### config.mk
export PLATFORM = sky130hd
export DESIGN_NAME = card_shoe
export DESIGN_NICKNAME = d
export VERILOG_FILES = /design/src/rtl/card_shoe.sv
export SDC_FILE = /design/constraint.sdc
export NUM_CORES = 1
export LEC_CHECK = 0
export CAP_MARGIN = 20
export CORE_ASPECT_RATIO = 1.25
export CORE_MARGIN = 1.5
export CORE_UTILIZATION = 35
export DETAILED_ROUTE_END_ITERATION = 12
export SETUP_SLACK_MARGIN = 0.05
export SLEW_MARGIN = 20
export SYNTH_ARGS = -nofsm -noshare
export SYNTH_HDL_FRONTEND = slang
export SYNTH_SLANG_ARGS = --single-unit
### constraint.sdc
create_clock -name clk -period 6.5 [get_ports clk]
set_input_delay 1.3 -clock clk [delete_from_list [all_inputs] [get_ports clk]]
set_output_delay 1.3 -clock clk [all_outputs]
set_load 0.05 [all_outputs]
### src/rtl/card_shoe.sv
// ---------------------------------------------------------------------------
// card_shoe
//   52-card shoe feeding the blackjack game FSM. On a shuffle request the
//   deck is filled in rank/suit order, then permuted in place with a
//   Fisher-Yates pass driven by a 16-bit Fibonacci LFSR. When the pass is
//   done the shoe is ready, and it deals one card per pip pulse.
//
// Parameters
//   SEED_DEFAULT  LFSR seed used when the seed input is zero
//   SKIP_SHUFFLE  1 = leave the deck in fill order (test/demo mode)
//
// Ports
//   clk        in   1   system clock
//   rst_n      in   1   synchronous, active-low reset
//   shuffle    in   1   pulse: refill and reshuffle (accepted in IDLE/READY)
//   seed       in   16  LFSR seed, sampled with an accepted shuffle
//   pip        in   1   pulse: deal the next card (accepted in READY)
//   number     out  4   rank of last dealt card, 1..13
//   suits      out  2   suit of last dealt card, 0..3
//   valid      out  1   pulse: number/suits were updated this cycle
//   empty      out  1   all 52 cards have been dealt
//   ready      out  1   deck shuffled, pips accepted
//   remaining  out  6   cards left to deal, 0..52
// ---------------------------------------------------------------------------
module card_shoe #(
   parameter logic [15:0] SEED_DEFAULT = 16'hACE1,
   parameter bit          SKIP_SHUFFLE = 1'b0
) (
   input  logic        clk,
   input  logic        rst_n,
   input  logic        shuffle,
   input  logic [15:0] seed,
   input  logic        pip,
   output logic [3:0]  number,
   output logic [1:0]  suits,
   output logic        valid,
   output logic        empty,
   output logic        ready,
   output logic [5:0]  remaining
);

   typedef enum logic [1:0] {
      S_IDLE,
      S_INIT,
      S_SHUFFLE,
      S_READY
   } state_t;

   state_t      r_state;
   state_t      w_next;

   logic [5:0]  r_deck [0:51];
   logic [5:0]  r_k;
   logic [5:0]  r_i;
   logic [5:0]  r_dp;
   logic [15:0] r_lfsr;

   logic        w_fb;
   logic [5:0]  w_j;
   logic        w_swap;
   logic        w_start;
   logic        w_deal;
   logic        w_init_last;
   logic        w_shuf_last;
   logic        w_enter_ready;
   logic [5:0]  w_fill;
   logic [5:0]  w_card;

   // Taps 16,14,13,11 (1-based) of a maximal-length Fibonacci LFSR
   assign w_fb   = r_lfsr[15] ^ r_lfsr[13] ^ r_lfsr[12] ^ r_lfsr[10];
   assign w_j    = r_lfsr[5:0];

   // A candidate j above i is rejected; only j in 0..i produces a swap
   assign w_swap        = (r_state == S_SHUFFLE) && (w_j <= r_i);
   assign w_start       = shuffle && ((r_state == S_IDLE) || (r_state == S_READY));
   // shuffle has priority over pip when both arrive in READY
   assign w_deal        = (r_state == S_READY) && pip && !shuffle && !empty;
   assign w_init_last   = (r_state == S_INIT) && (r_k == 6'd51);
   assign w_shuf_last   = w_swap && (r_i == 6'd1);
   assign w_enter_ready = (w_init_last && SKIP_SHUFFLE) || w_shuf_last;

   // Fill order: entry k holds rank k/4+1, suit k%4
   assign w_fill = {r_k[5:2] + 4'd1, r_k[1:0]};
   assign w_card = r_deck[r_dp];

   // ---- state register ----
   always_ff @(posedge clk) begin
      if (!rst_n) begin
         r_state <= S_IDLE;
      end else begin
         r_state <= w_next;
      end
   end

   // ---- next-state logic ----
   always_comb begin
      w_next = r_state;
      case (r_state)
         S_IDLE: begin
            if (shuffle) w_next = S_INIT;
         end
         S_INIT: begin
            if (r_k == 6'd51) w_next = SKIP_SHUFFLE ? S_READY : S_SHUFFLE;
         end
         S_SHUFFLE: begin
            if (w_shuf_last) w_next = S_READY;
         end
         S_READY: begin
            if (shuffle) w_next = S_INIT;
         end
         default: w_next = S_IDLE;
      endcase
   end

   // ---- deck storage (contents meaningless until the next fill) ----
   always_ff @(posedge clk) begin
      if (r_state == S_INIT) begin
         r_deck[r_k] <= w_fill;
      end else if (w_swap) begin
         r_deck[r_i] <= r_deck[w_j];
         r_deck[w_j] <= r_deck[r_i];
      end
   end

   // ---- control, LFSR and deal outputs ----
   always_ff @(posedge clk) begin
      if (!rst_n) begin
         r_lfsr    <= SEED_DEFAULT;
         r_k       <= 6'd0;
         r_i       <= 6'd0;
         r_dp      <= 6'd0;
         number    <= 4'd0;
         suits     <= 2'd0;
         valid     <= 1'b0;
         empty     <= 1'b0;
         ready     <= 1'b0;
         remaining <= 6'd0;
      end else begin
         valid <= 1'b0;

         if (r_state == S_SHUFFLE) begin
            r_lfsr <= {r_lfsr[14:0], w_fb};
         end

         if (w_start) begin
            r_lfsr    <= (seed == 16'd0) ? SEED_DEFAULT : seed;
            r_k       <= 6'd0;
            ready     <= 1'b0;
            empty     <= 1'b0;
            remaining <= 6'd0;
         end

         if (r_state == S_INIT) begin
            r_k <= r_k + 6'd1;
            r_i <= 6'd51;
         end

         if (w_swap) begin
            r_i <= r_i - 6'd1;
         end

         if (w_enter_ready) begin
            r_dp      <= 6'd0;
            remaining <= 6'd52;
            ready     <= 1'b1;
            empty     <= 1'b0;
         end

         if (w_deal) begin
            number    <= w_card[5:2];
            suits     <= w_card[1:0];
            valid     <= 1'b1;
            r_dp      <= r_dp + 6'd1;
            remaining <= remaining - 6'd1;
            // empty rises together with the final card's valid pulse
            if (remaining == 6'd1) empty <= 1'b1;
         end
      end
   end

endmodule

==> metrics <==
status finished, final reports clean; Final #Nets 1,955; Detail Placement HPWL 63,200 um; setup TNS 0 ps; Worst-Skew Late Latency 580 ps; post-route non-filler standard cell count 2,903; Syn Area/Cell 12.7 um^2; gr usage total 24.4%; Adder-Cell Fraction of Synth Area 0.888%; Clk pwr share 23.9%; # IOs 35; most used cell, CP buf_4; largest family of logic cells by synthesized area multiplexers; Post-CTS Setup Bufs 0; CP max stage delay 900 ps; max-capacitance violation count 0; ANT nets after route 0; Combinational Power Share 45.1%; initial antenna violation count 4; Die W 244 um; TritonCTS clock tree done; CP Capture Type flip-flop; GP Congestion 1.01; Max IR drop VDD 0.350 mV; hold_buf cts 0; Async SR Flop Fraction 0%; met3 Usage GRT 5.10%; CTS resizes 0; Hold WS 442 ps; first-pass GRT wire length 134,000 um; drt total wl 91,700 um; drt wl/cell 31.6 um; multiplexer share of the synthesized area 31.2%; Area Overhead vs Synth 8.61%; Longest Clk Path Bufs 3; Top FF cell, synth edfxtp_1; slew at the pin closest to its max-slew limit 1150 ps; Seq cells post-synth 375; startpoint of the worst hold path number[2]; crit path max fanout 41; fraction of layout cells with a size suffix above 1 24.1%; cell accounting for the most synthesized area edfxtp_1; dpl cells 2,826; compound-cell area share of the yosys netlist 11.0%; clock transition at the registers of the reported paths 70 ps; Slew Limit Headroom 23.4%; Slew Limit Fails 0; Yosys top cell area share 36.9%; Synth Area in Simple Gates 9.00%; RSZ-0062 raised after global routing false; core box area 71,800 um^2; switching pwr 4560 uW; Residual DRC 0; initial DRC count 2,408; root buffer selected by CTS clkbuf_16; met2 usage 40.2%; Critical Path RT 6760 ps; CTS sink cnt 375; largest net degree at the start of global routing 59; Reg power frac 31.1%; Post-Synth XOR/XNOR Area 0.207%; top cells by area, synth edfxtp_1 37%, mux4_2 18%, mux2i_1 9.0%; port buffer count 34; die height 304 um; register area share after synthesis 41.9%; startpoint class of the critical path flip-flop; Tcrit/Tclk final 71.4%; met1 usage 29.0%; Synth Warn # 0; vias in the first global route 18,900; H-tree depth 2; Cells after Synth 1,991; Switching Share 43.8%; Final setup viols 0; DR vias 19,400; fmax 215 MHz; Internal 5860 uW; fin crit period 4640 ps; vias per std cell 6.67; crit-path cells buf_4, buf_4, mux2i_1, nand2_1, nand3_1, o2111ai_2, o31ai_4, buf_4, mux2i_1; Mapped Area 25,400 um^2; CP arrival 4910 ps; TritonCTS buffer count 39; Placement Rows 110; global route overflow 0; Setup Crit Path Kind flip-flop to flip-flop; Hold/Removal Path Class flip-flop to flip-flop; 1st-pass router iterations 6; pwr dens 378 nW/um^2; syn nets 2,029; Die ar. 74,100 um^2; fill count 6,819; Clock Skews 32.8 ps; Final Hold Fails 0; crit path max-delay cell type o31ai_4; Distinct cells, synth 78; Most Used Layer, Global Route met2; Post-synth EDFFs 312; Leak 0.00979 uW; Initial Utilization 35.3%
==> metal layers <==
layer  vias up  share of wire (%)
li1       7890                  -
met2      1368                 48
met3       299                 10
met5         -             0.0098
met1      9791                 34
met4         2                7.7
==> area by class of cell <==
type | instances | area (um^2) | share of cell area [%]
multi-input combinational | 1385 | 13400 | 48.5
sequential | 375 | 10700 | 38.7
tap | 952 | 1190 | 4.32
clock buffer | 44 | 1010 | 3.68
timing repair buffer | 95 | 858 | 3.12
clock inverter | 28 | 377 | 1.37
inverter | 21 | 78.8 | 0.286
antenna | 3 | 7.51 | 0.0273
==> power groups by stage <==
stage | logic, uW | registers, uW | clock network [uW]
after global placement | 4490 | 3270 | 0
final | 4690 | 3240 | 2490
after global routing | 4810 | 3270 | 2580
after detailed placement | 4510 | 3290 | 0
after CTS | 4520 | 3230 | 2500
after floorplan | 3610 | 2960 | 0
==> sequential cells by signal, summed over array words and instances (netlist names), 4 cells and up, named ones only <==
register,count
r_lfsr,16
r_i,6
remaining,6
r_k,6
number,4
r_dp,6
r_deck,312
==> synth_stat cells, drive strengths merged, types with 5 or more instances <==
cell	number
edfxtp	312
mux2i	227
mux4	221
nor2	206
a31oi	167
buf	156
o21ai	86
nand2	83
nand3	72
dfxtp	63
clkbuf	54
mux2	51
a21oi	31
o22ai	26
a22oi	24
inv	20
ha	18
a211oi	14
nor2b	13
a41oi	12
and3	11
nor3	11
a221oi	10
nor3b	9
nor4	9
a211o	6
and2	6
a21o	5
a311oi	5
o2111ai	5
==> final timing paths <==
path | cells past startpoint | to | slack (ps)
hold reg to reg | 2 | number[2] | 440
setup / recovery | 9 | r_deck[44][5] | 1860
hold / removal | 2 | number[2] | 440
setup reg to reg | 9 | r_deck[44][5] | 1860
==> cells by family (layout without fill, tap and decap cells) <==
logic type / Yosys count / count (layout)
flip-flops: 375 / 375
multiplexers: 499 / 499
AO/OA/AOI/OAI: 415 / 415
AND/OR/NAND/NOR: 447 / 447
other: 0 / 3
adder cells (fa/ha/maj): 18 / 18
XOR/XNOR: 6 / 6
buffers and inverters: 231 / 188
==> cell usage in the layout, fill, tap and decap left out, types with 6 or more instances in the layout <==
cell type        instances
edfxtp_1               312
mux2i_1                227
nor2_1                 205
mux4_2                 200
a31oi_1                166
nand2_1                 83
o21ai_0                 78
dfxtp_1                 55
buf_4                   55
mux2_2                  51
nand3_2                 48
clkbuf_16               39
clkdlybuf4s50_1         34
a21oi_1                 31
o22ai_1                 24
nand3_1                 24
mux4_1                  21
a22oi_1                 21
inv_1                   20
ha_1                    18
nor2b_1                 13
a211oi_1                13
and3_1                  11
a221oi_1                10
nor4_1                   9
a41oi_1                  8
nor3_1                   7
bufinv_16                7
and2_1                   6
nor3b_1                  6
dfxtp_4                  6
clkinv_2                 6
==> worst max-delay path: cells and delay by family, from the launching register on <==
kind / cells / cell delay (ps)
simple gates: 2 / 300
mux: 2 / 570
compound gates: 2 / 1110
buf+inv: 3 / 1430
flops: 1 / 870
==> metrics by stage <==
| stage | total power, uW | setup slack (ps) | utilization (%) | area [um^2] |
|---|---|---|---|---|
| after CTS | 10300 | 1970 | 38.3 | 27500 |
| after detailed placement | 7800 | 1960 | 36.4 | 26100 |
| final | 10400 | 1860 | 38.3 | 27500 |
| after floorplan | 6570 | 3330 | - | 25400 |
| after global placement | 7760 | 2040 | 36.3 | 26100 |
| after global routing | 10700 | 1800 | 38.3 | 27500 |
Power figures use the tool's default switching activity.
==> variant, RTL diff (same settings) <==
`SKIP_SHUFFLE`: 1'b0 -> 1'b1.
--- a/src/rtl/card_shoe.sv
+++ b/src/rtl/card_shoe.sv
@@ -25,5 +25,5 @@
 module card_shoe #(
    parameter logic [15:0] SEED_DEFAULT = 16'hACE1,
-   parameter bit          SKIP_SHUFFLE = 1'b0
+   parameter bit          SKIP_SHUFFLE = 1'b1
 ) (
    input  logic        clk,
Behaviour: no difference found for any inputs over 4 cycles, from zero or initial values and one cycle with rst_n low; that may be too few to reach the edited logic, so the function may still have changed.
==> variant against the original RTL <==
Power decreased by 7.5%. Routed wire length decreased by 5.2%. Synthesized area decreased by 3.6%. Combinational power decreased by 11%. Worst setup slack improved by 150 ps. Sequential cell count unchanged. Hold slack improved by 37 ps. Cell area decreased by 3.1%. Count of clock-buffer cells in the layout increased by 7. Largest power group unchanged. Highest routed layer unchanged.
==> variant: results (changes against the original RTL) <==
outcome=finished clean (unchanged); layout net count=1,916 (was 1,955); switch share=0.4231 (was 0.4379); GRT met3 Usage=0.04674 (was 0.05097); Clk power=2.28 mW (was 2.49 mW); Netlist cell types=79 (was 78); Mean Syn Cell Area=12.53 um2 (was 12.74 um2); GP Congestion=1.029 (was 1.011); layout cell share with drive strength beyond 1=0.1927 (was 0.2408); global-route wire length before repair=126.5 mm (was 133.5 mm); switching component of the power=4.078 mW (was 4.562 mW); vias in the first global route=17,788 (was 18,863); Reg2Reg Setup Slack=2010 ps (was 1860 ps); reg2reg end=r_deck[2][0] (was r_deck[44][5]); wl on met1=30.24 mm (was 31.32 mm); final WL=86.90 mm (was 91.71 mm); met2 usage=0.3979 (was 0.4024); crit path DAT=4750 ps (was 4910 ps); worst hold slack=479.2 ps (was 441.9 ps); cell area after placement=25,440 um2 (was 26,120 um2); via count=18,406 (was 19,350); slew margin rel.=0.2222 (was 0.2340); Worst VDD drop=0.2601 mV (was 0.3503 mV); Num CTS Buffers=40 (was 39); Global Route Usage Sum=0.2423 (was 0.2445); Starting DRT DRC Count=2,280 (was 2,408); met2 routed WL=41.38 mm (was 44.07 mm); final setup margin=2012 ps (was 1858 ps); slowest stage cell, crit path=dfxtp_4 (was o31ai_4); sequential share of the synthesized area=0.4350 (was 0.4192); Seq. pwr=3.19 mW (was 3.24 mW); Final Non-Filler Cells=2,840 (was 2,903); grt met1 use=0.2898 (was 0.2900); largest net degree at the start of global routing=69 (was 59); Crit path max-delay family=simple AND/OR/NAND/NOR gates (was buffers and inverters); critical path peak fanout=40 (was 41); Place WS=2098 ps (was 1964 ps); Synth Net Count=1,987 (was 2,029); Post-synth top cells=312 x edfxtp_1, 261 x mux2i_1, 225 x mux4_2 (was 312 x edfxtp_1, 227 x mux2i_1, 206 x nor2_1); hpwl dp=61.64 mm (was 63.16 mm)
variant: worst min-delay path, delay by kind of cell, from the launching register on:
kind | cells | cell delay, ps
DFF | 1 | 310
and+or+nand+nor | 1 | 60
AOI/OAI and AO/OA | 1 | 60
variant: cell type report:
cell class                 count  area (um2)
clock buffer                  51        1064
clock inverter                17       160.2
fill                        6533       42640
inverter                      29       108.9
multi-input combinational   1357       12810
sequential                   375       10660
tap                          935        1170
timing repair buffer          76       711.9
variant: logic make-up after synthesis:
logic type | share of synthesized area
adders and majority gates | 0.008704
buffers and inverters | 0.04480
muxes | 0.3262
xor gates and xnor gates | 0.002150
DFF | 0.4350
AOI/OAI and AO/OA | 0.1024
and+or+nand+nor | 0.08074
variant: worst max path at each step:
stage / endpoint
after floorplan: r_deck[18][0]
after global placement: r_deck[1][5]
after detailed placement: r_deck[2][0]
after CTS: r_deck[2][0]
after global routing: r_deck[16][0]
final: r_deck[2][0]
